File: src/rtl/sap1_run_control.sv
// SAP-1 run control: loads program RAM over a valid/ready port,
// then gates the processor clock in run, step and pause modes.
module sap1_run_control #(
  parameter int          ADDR_W = 4,
  parameter int          DATA_W = 8,
  parameter logic [3:0]  HLT_OP = 4'hF
) (
  input  logic              clk,
  input  logic              clr,
  input  logic              host_valid,
  output logic              host_ready,
  input  logic [ADDR_W-1:0] host_addr,
  input  logic [DATA_W-1:0] host_data,
  input  logic              host_last,
  input  logic              start,
  input  logic              step,
  input  logic              stop,
  input  logic [3:0]        op_code,
  input  logic [5:0]        t_state,
  output logic              ram_we,
  output logic [ADDR_W-1:0] ram_addr,
  output logic [DATA_W-1:0] ram_wdata,
  output logic              cpu_clr_n,
  output logic              cpu_ce,
  output logic              halted,
  output logic [ADDR_W:0]   load_count
);

  typedef enum logic [2:0] {
    S_IDLE,
    S_WRITE,
    S_READY,
    S_RUN,
    S_STEP,
    S_HALTED
  } state_t;

  localparam logic [ADDR_W:0] CNT_MAX = {1'b1, {ADDR_W{1'b0}}};

  state_t              r_state;
  state_t              w_next;
  logic [ADDR_W-1:0]   r_addr;
  logic [DATA_W-1:0]   r_data;
  logic                r_last;
  logic                r_armed;
  logic                w_armed;
  logic                r_stop_pend;
  logic                w_stop_pend;
  logic [ADDR_W:0]     r_count;
  logic [ADDR_W:0]     w_count;
  logic                w_take;
  logic                w_exec;
  logic                w_bound;
  logic                w_hlt;
  logic                w_t6;

  // Clock gate: freeze the processor once it is back in T1 after an armed boundary.
  always_comb begin
    w_exec  = (r_state == S_RUN) || (r_state == S_STEP);
    w_bound = r_armed && (t_state == 6'd1);
    cpu_ce  = w_exec && !w_bound;
    w_hlt   = cpu_ce && (t_state == 6'd8) && (op_code == HLT_OP);
    w_t6    = cpu_ce && (t_state == 6'd32);
  end

  // Moore-style outputs decoded from the state and capture registers.
  always_comb begin
    host_ready = clr && (r_state == S_IDLE);
    ram_we     = (r_state == S_WRITE);
    ram_addr   = r_addr;
    ram_wdata  = r_data;
    cpu_clr_n  = (r_state != S_IDLE) && (r_state != S_WRITE);
    halted     = (r_state == S_HALTED);
    load_count = r_count;
  end

  // Next state, boundary arming and load counter.
  always_comb begin
    w_next      = r_state;
    w_armed     = r_armed;
    w_stop_pend = r_stop_pend;
    w_count     = r_count;
    w_take      = 1'b0;
    unique case (r_state)
      S_IDLE: begin
        if (host_valid) begin
          w_take = 1'b1;
          w_next = S_WRITE;
        end
      end
      S_WRITE: begin
        if (r_count != CNT_MAX) w_count = r_count + 1'b1;
        w_next = r_last ? S_READY : S_IDLE;
      end
      S_READY: begin
        if (start) begin
          w_next = S_RUN;
        end else if (step) begin
          w_next = S_STEP;
        end else if (stop) begin
          w_next  = S_IDLE;
          w_count = '0;
        end
      end
      S_RUN, S_STEP: begin
        if (w_hlt) begin
          w_next      = S_HALTED;
          w_armed     = 1'b0;
          w_stop_pend = 1'b0;
        end else if (w_bound) begin
          w_next      = S_READY;
          w_armed     = 1'b0;
          w_stop_pend = 1'b0;
        end else begin
          if (r_state == S_RUN && stop) w_stop_pend = 1'b1;
          if (w_t6 && (r_state == S_STEP || r_stop_pend))
            w_armed = 1'b1;
        end
      end
      S_HALTED: begin
        if (stop) begin
          w_next  = S_IDLE;
          w_count = '0;
        end
      end
      default: w_next = S_IDLE;
    endcase
  end

  // State and control registers.
  always_ff @(posedge clk or negedge clr) begin
    if (!clr) begin
      r_state     <= S_IDLE;
      r_armed     <= 1'b0;
      r_stop_pend <= 1'b0;
      r_count     <= '0;
    end else begin
      r_state     <= w_next;
      r_armed     <= w_armed;
      r_stop_pend <= w_stop_pend;
      r_count     <= w_count;
    end
  end

  // Capture the offered word on a host transfer.
  always_ff @(posedge clk or negedge clr) begin
    if (!clr) begin
      r_addr <= '0;
      r_data <= '0;
      r_last <= 1'b0;
    end else if (w_take) begin
      r_addr <= host_addr;
      r_data <= host_data;
      r_last <= host_last;
    end
  end

endmodule

File: config.mk
export PLATFORM = sky130hd
export DESIGN_NAME = sap1_run_control
export DESIGN_NICKNAME = d
export VERILOG_FILES = /design/src/rtl/sap1_run_control.sv
export SDC_FILE = /design/constraint.sdc
export NUM_CORES = 1
export LEC_CHECK = 0
export ABC_AREA = 1
export CORE_AREA = 2 2 48 72
export CTS_BUF_LIST = sky130_fd_sc_hd__clkbuf_2
export DETAILED_ROUTE_END_ITERATION = 7
export DIE_AREA = 0 0 50 74
export GPL_ROUTABILITY_DRIVEN = 0
export PLACE_DENSITY = 0.84
export SLEW_MARGIN = 20
export SYNTH_ARGS = -nofsm -noshare
export SYNTH_HDL_FRONTEND = slang
export SYNTH_SLANG_ARGS = --single-unit
File: constraint.sdc
create_clock -name clk -period 1.5 [get_ports clk]
set_input_delay 0.3 -clock clk [delete_from_list [all_inputs] [get_ports clk]]
set_output_delay 0.3 -clock clk [all_outputs]
set_load 0.05 [all_outputs]
==> run_results.csv, run 1 <==
group,metric,value,unit
critical_path,reg2reg_from,"r_state[0]",
power,power,5.590,mW
timing,worst_slack,-0.2597,ns
drt,drc,0,
clock_tree,cts_buffers,3,
synthesis,syn_area,1311,sq um
clock_tree,clk_latency,0.31,ns
critical_path,crit_slowest_cell,"dfrtp_2",
global_route,grt_max_degree,24,
drt,drt_pass1_iterations,4,
synthesis,synth_seq_cells,23,
clock_tree,clock_sinks,23,
placed_design,dp_hpwl,2567,um
clock_tree,clockRootBuffer,"clkbuf_2",
timing,fin_crit,1.760,ns
worst_hold_path,hold_class,"in2async",
synthesis,syn_nets,182,
drt,viasPerCell,4.831,
placed_design,place_inst,247,
cells_and_area,multi_input_area,780.7,sq um
outcome,violations,"negative setup slack",
clock_tree,clkTransAtPathRegs,0.20,ns
synthesis,ys_types,28,
placed_design,numPortBuffers,50,
timing,tightest_slew,0.2900,ns
drt,drt-initial-drc-count,16,
synthesis,yosysWarningCount,0,
critical_path,cp_cell_sequence,"nor2_4, nand2_2, nand2_2, inv_2, nor2_4, buf_8",
timing,tns,-1.005,ns
timing,fin_skew,0.006592,ns
synthesis,synth_area_per_cell,8.684,sq um
global_route,grt-ovfl-total,0,
job,cap_violations,0,
cells_and_area,final_layout_size_suffix_gt1_frac,0.4317,
power,power_leakage,1.158,nW
synthesis,yosysSeqAreaShare,0.4389,
global_route,grt_pass1_vias,1298,
critical_path,critPathCaptureType,"primary output",
floorplanning,core-area,3097,sq um
cells_and_area,nNetsFinal,259,
cells_and_area,antenna_cells,0,
placed_design,placed_area,2128,sq um
global_route,antenna_found_initial,0,
cells_and_area,fin_cells,267,
floorplanning,die_x,50,um
clock_tree,cts_tree,"done",
critical_path,worstReg2RegEnd,"ram_wdata[2]",
cells_and_area,finalInstanceArea,2425,sq um
placed_design,preCtsSetupSlack,-0.2277,ns
critical_path,cp_data_arrival_time,1.46,ns
critical_path,max_stage_delay,0.52,ns
timing,whs,0.3300,ns
global_route,grt_use_total,0.1910,
clock_tree,cts_max_level,1,
power,peakVddDrop,1.655,mV
timing,slew_headroom,0.8059,
timing,slew_violations,0,
global_route,grt_first_pass_wirelength,5485,um
cells_and_area,n_fill_cell,187,
critical_path,cp-start-kind,"flop",
timing,grt_setup_unrepaired,"true",
power,power_density,2305,nW/um^2
critical_path,cp_max_fo,4,
timing,fin_crit_sh,1.173,
floorplanning,dieArea,3700,sq um
drt,vias,1290,
floorplanning,rows,25,
drt,totalWireLength,3968,um
timing,hold_viol,0,
cells_and_area,fin_util,0.7830,
critical_path,reg2regPathDepth,6,
floorplanning,die_h,74,um
cells_and_area,area_growth_syn_to_layout,84.92,%
timing,max_clock_freq,568.3,MHz
floorplanning,start_util,0.4234,
critical_path,required,1.20,ns
synthesis,syn_inst,151,
critical_path,critPathKind,"reg2out",
clock_tree,clk_path_buf_depth,2,
drt,wl_per_cell,14.86,um
floorplanning,ios,51,
outcome,outcome,"finished with violations",
drt,ant_nets,0,
cells_and_area,seq_area,579.3,sq um
timing,finalSetupViolCount,15,
critical_path,reg2reg_slack,-0.02,ns
[synthesized netlist by cell type, drive strengths merged]
library cell   n  area [sq um]
a21oi          4         20.02
a22oi          1         7.510
buf            2         18.77
dfrtp         23         575.6
ha             2         25.02
inv           19         71.31
mux2          13         146.4
nand2         38         150.2
nand3         10         67.57
nand3b         3         22.52
nand4          4         31.28
nor2          20         95.09
nor3           1         5.000
o21a           1         7.510
o21ai          8         51.30
o21bai         1         7.510
xnor2          1         8.760
[per-layer routing]
metal	vias to the layer above	track usage	part of all wire
met5	-	0	0
met1	619	0.1927	0.37
met4	0	0.05556	0.0073
met2	29	0.3947	0.60
met3	4	0.02410	0.027
li1	638	-	-
[repair_timing]
item | in CTS | in global routing
pin swaps | 4 | 9
endpoints found under the setup margin | 5 | 8
resized for setup | 12 | 31
hold buffers | 0 | 0
buffers inserted | 9 | 8
[report_power, final]
group	switching [mW]	internal (mW)	total (mW)
clock	0.171	0.0706	0.241
combinational	2.05	2.01	4.06
sequential	0.382	0.902	1.28
total	2.60	2.99	5.59
[worst max path at each step]
stage                     from          to  slack (ns)  cells after the start
detailed placement  t_state[3]      cpu_ce       -0.23                      6
global route        r_state[0]      cpu_ce       -0.34                      6
floorplan           r_state[1]  r_state[0]      -0.007                      7
finish              r_state[0]      cpu_ce       -0.26                      6
global placement    t_state[3]      cpu_ce       -0.20                      6
CTS                 r_state[2]   cpu_clr_n       -0.21                      5
[cell families (layout without fill, tap and decap cells)]
logic type      Yosys count  in the layout  synth area share
fa+ha+maj                 2              2           0.01908
buf+inv                  21             97           0.06870
compound gates           15             15           0.07157
xor+xnor                  1              1          0.006681
mux                      13             13            0.1116
simple gates             76             76            0.2834
flops                    23             23            0.4389
[cells in the final DEF, fill, tap and decap left out, drive strengths merged, types with 8 or more instances in the layout]
master	netlist	final
nor2	20	20
nand2	38	38
nand3	10	10
buf	2	46
o21ai	8	8
mux2	13	13
dfrtp	23	23
inv	19	19
clkdlybuf4s50	0	28
[flip-flops by register name, summed over array words and instances, names as in the netlist]
| name | flops |
|---|---|
| r_last | 1 |
| r_state | 3 |
| r_stop_pend | 1 |
| load_count | 5 |
| r_armed | 1 |
| ram_addr | 4 |
| ram_wdata | 8 |
[final cells by class]
type | instances | area share
clock buffer | 4 | 0.008256
inverter | 19 | 0.02941
multi-input combinational | 107 | 0.3220
sequential | 23 | 0.2389
tap | 40 | 0.02064
timing repair buffer | 74 | 0.3808
[worst max-delay path, delay by kind of cell, from the launching register on]
family	cells	cell delay, ns
flip-flops	1	0.52
AND/OR/NAND/NOR	4	0.43
buffers and inverters	2	0.20
Power figures use the tool's default switching activity.
==> run 2: changes to the inputs <==
--- a/config.mk
+++ b/config.mk
@@ -6,6 +6,7 @@
 export NUM_CORES = 1
 export LEC_CHECK = 0
 export ABC_AREA = 1
+export CAP_MARGIN = 20
 export CORE_AREA = 2 2 48 72
 export CTS_BUF_LIST = sky130_fd_sc_hd__clkbuf_2
 export DETAILED_ROUTE_END_ITERATION = 7
==> results of run 2 <==
No change in the layout: final DEF, timing and power equal those of run 1.
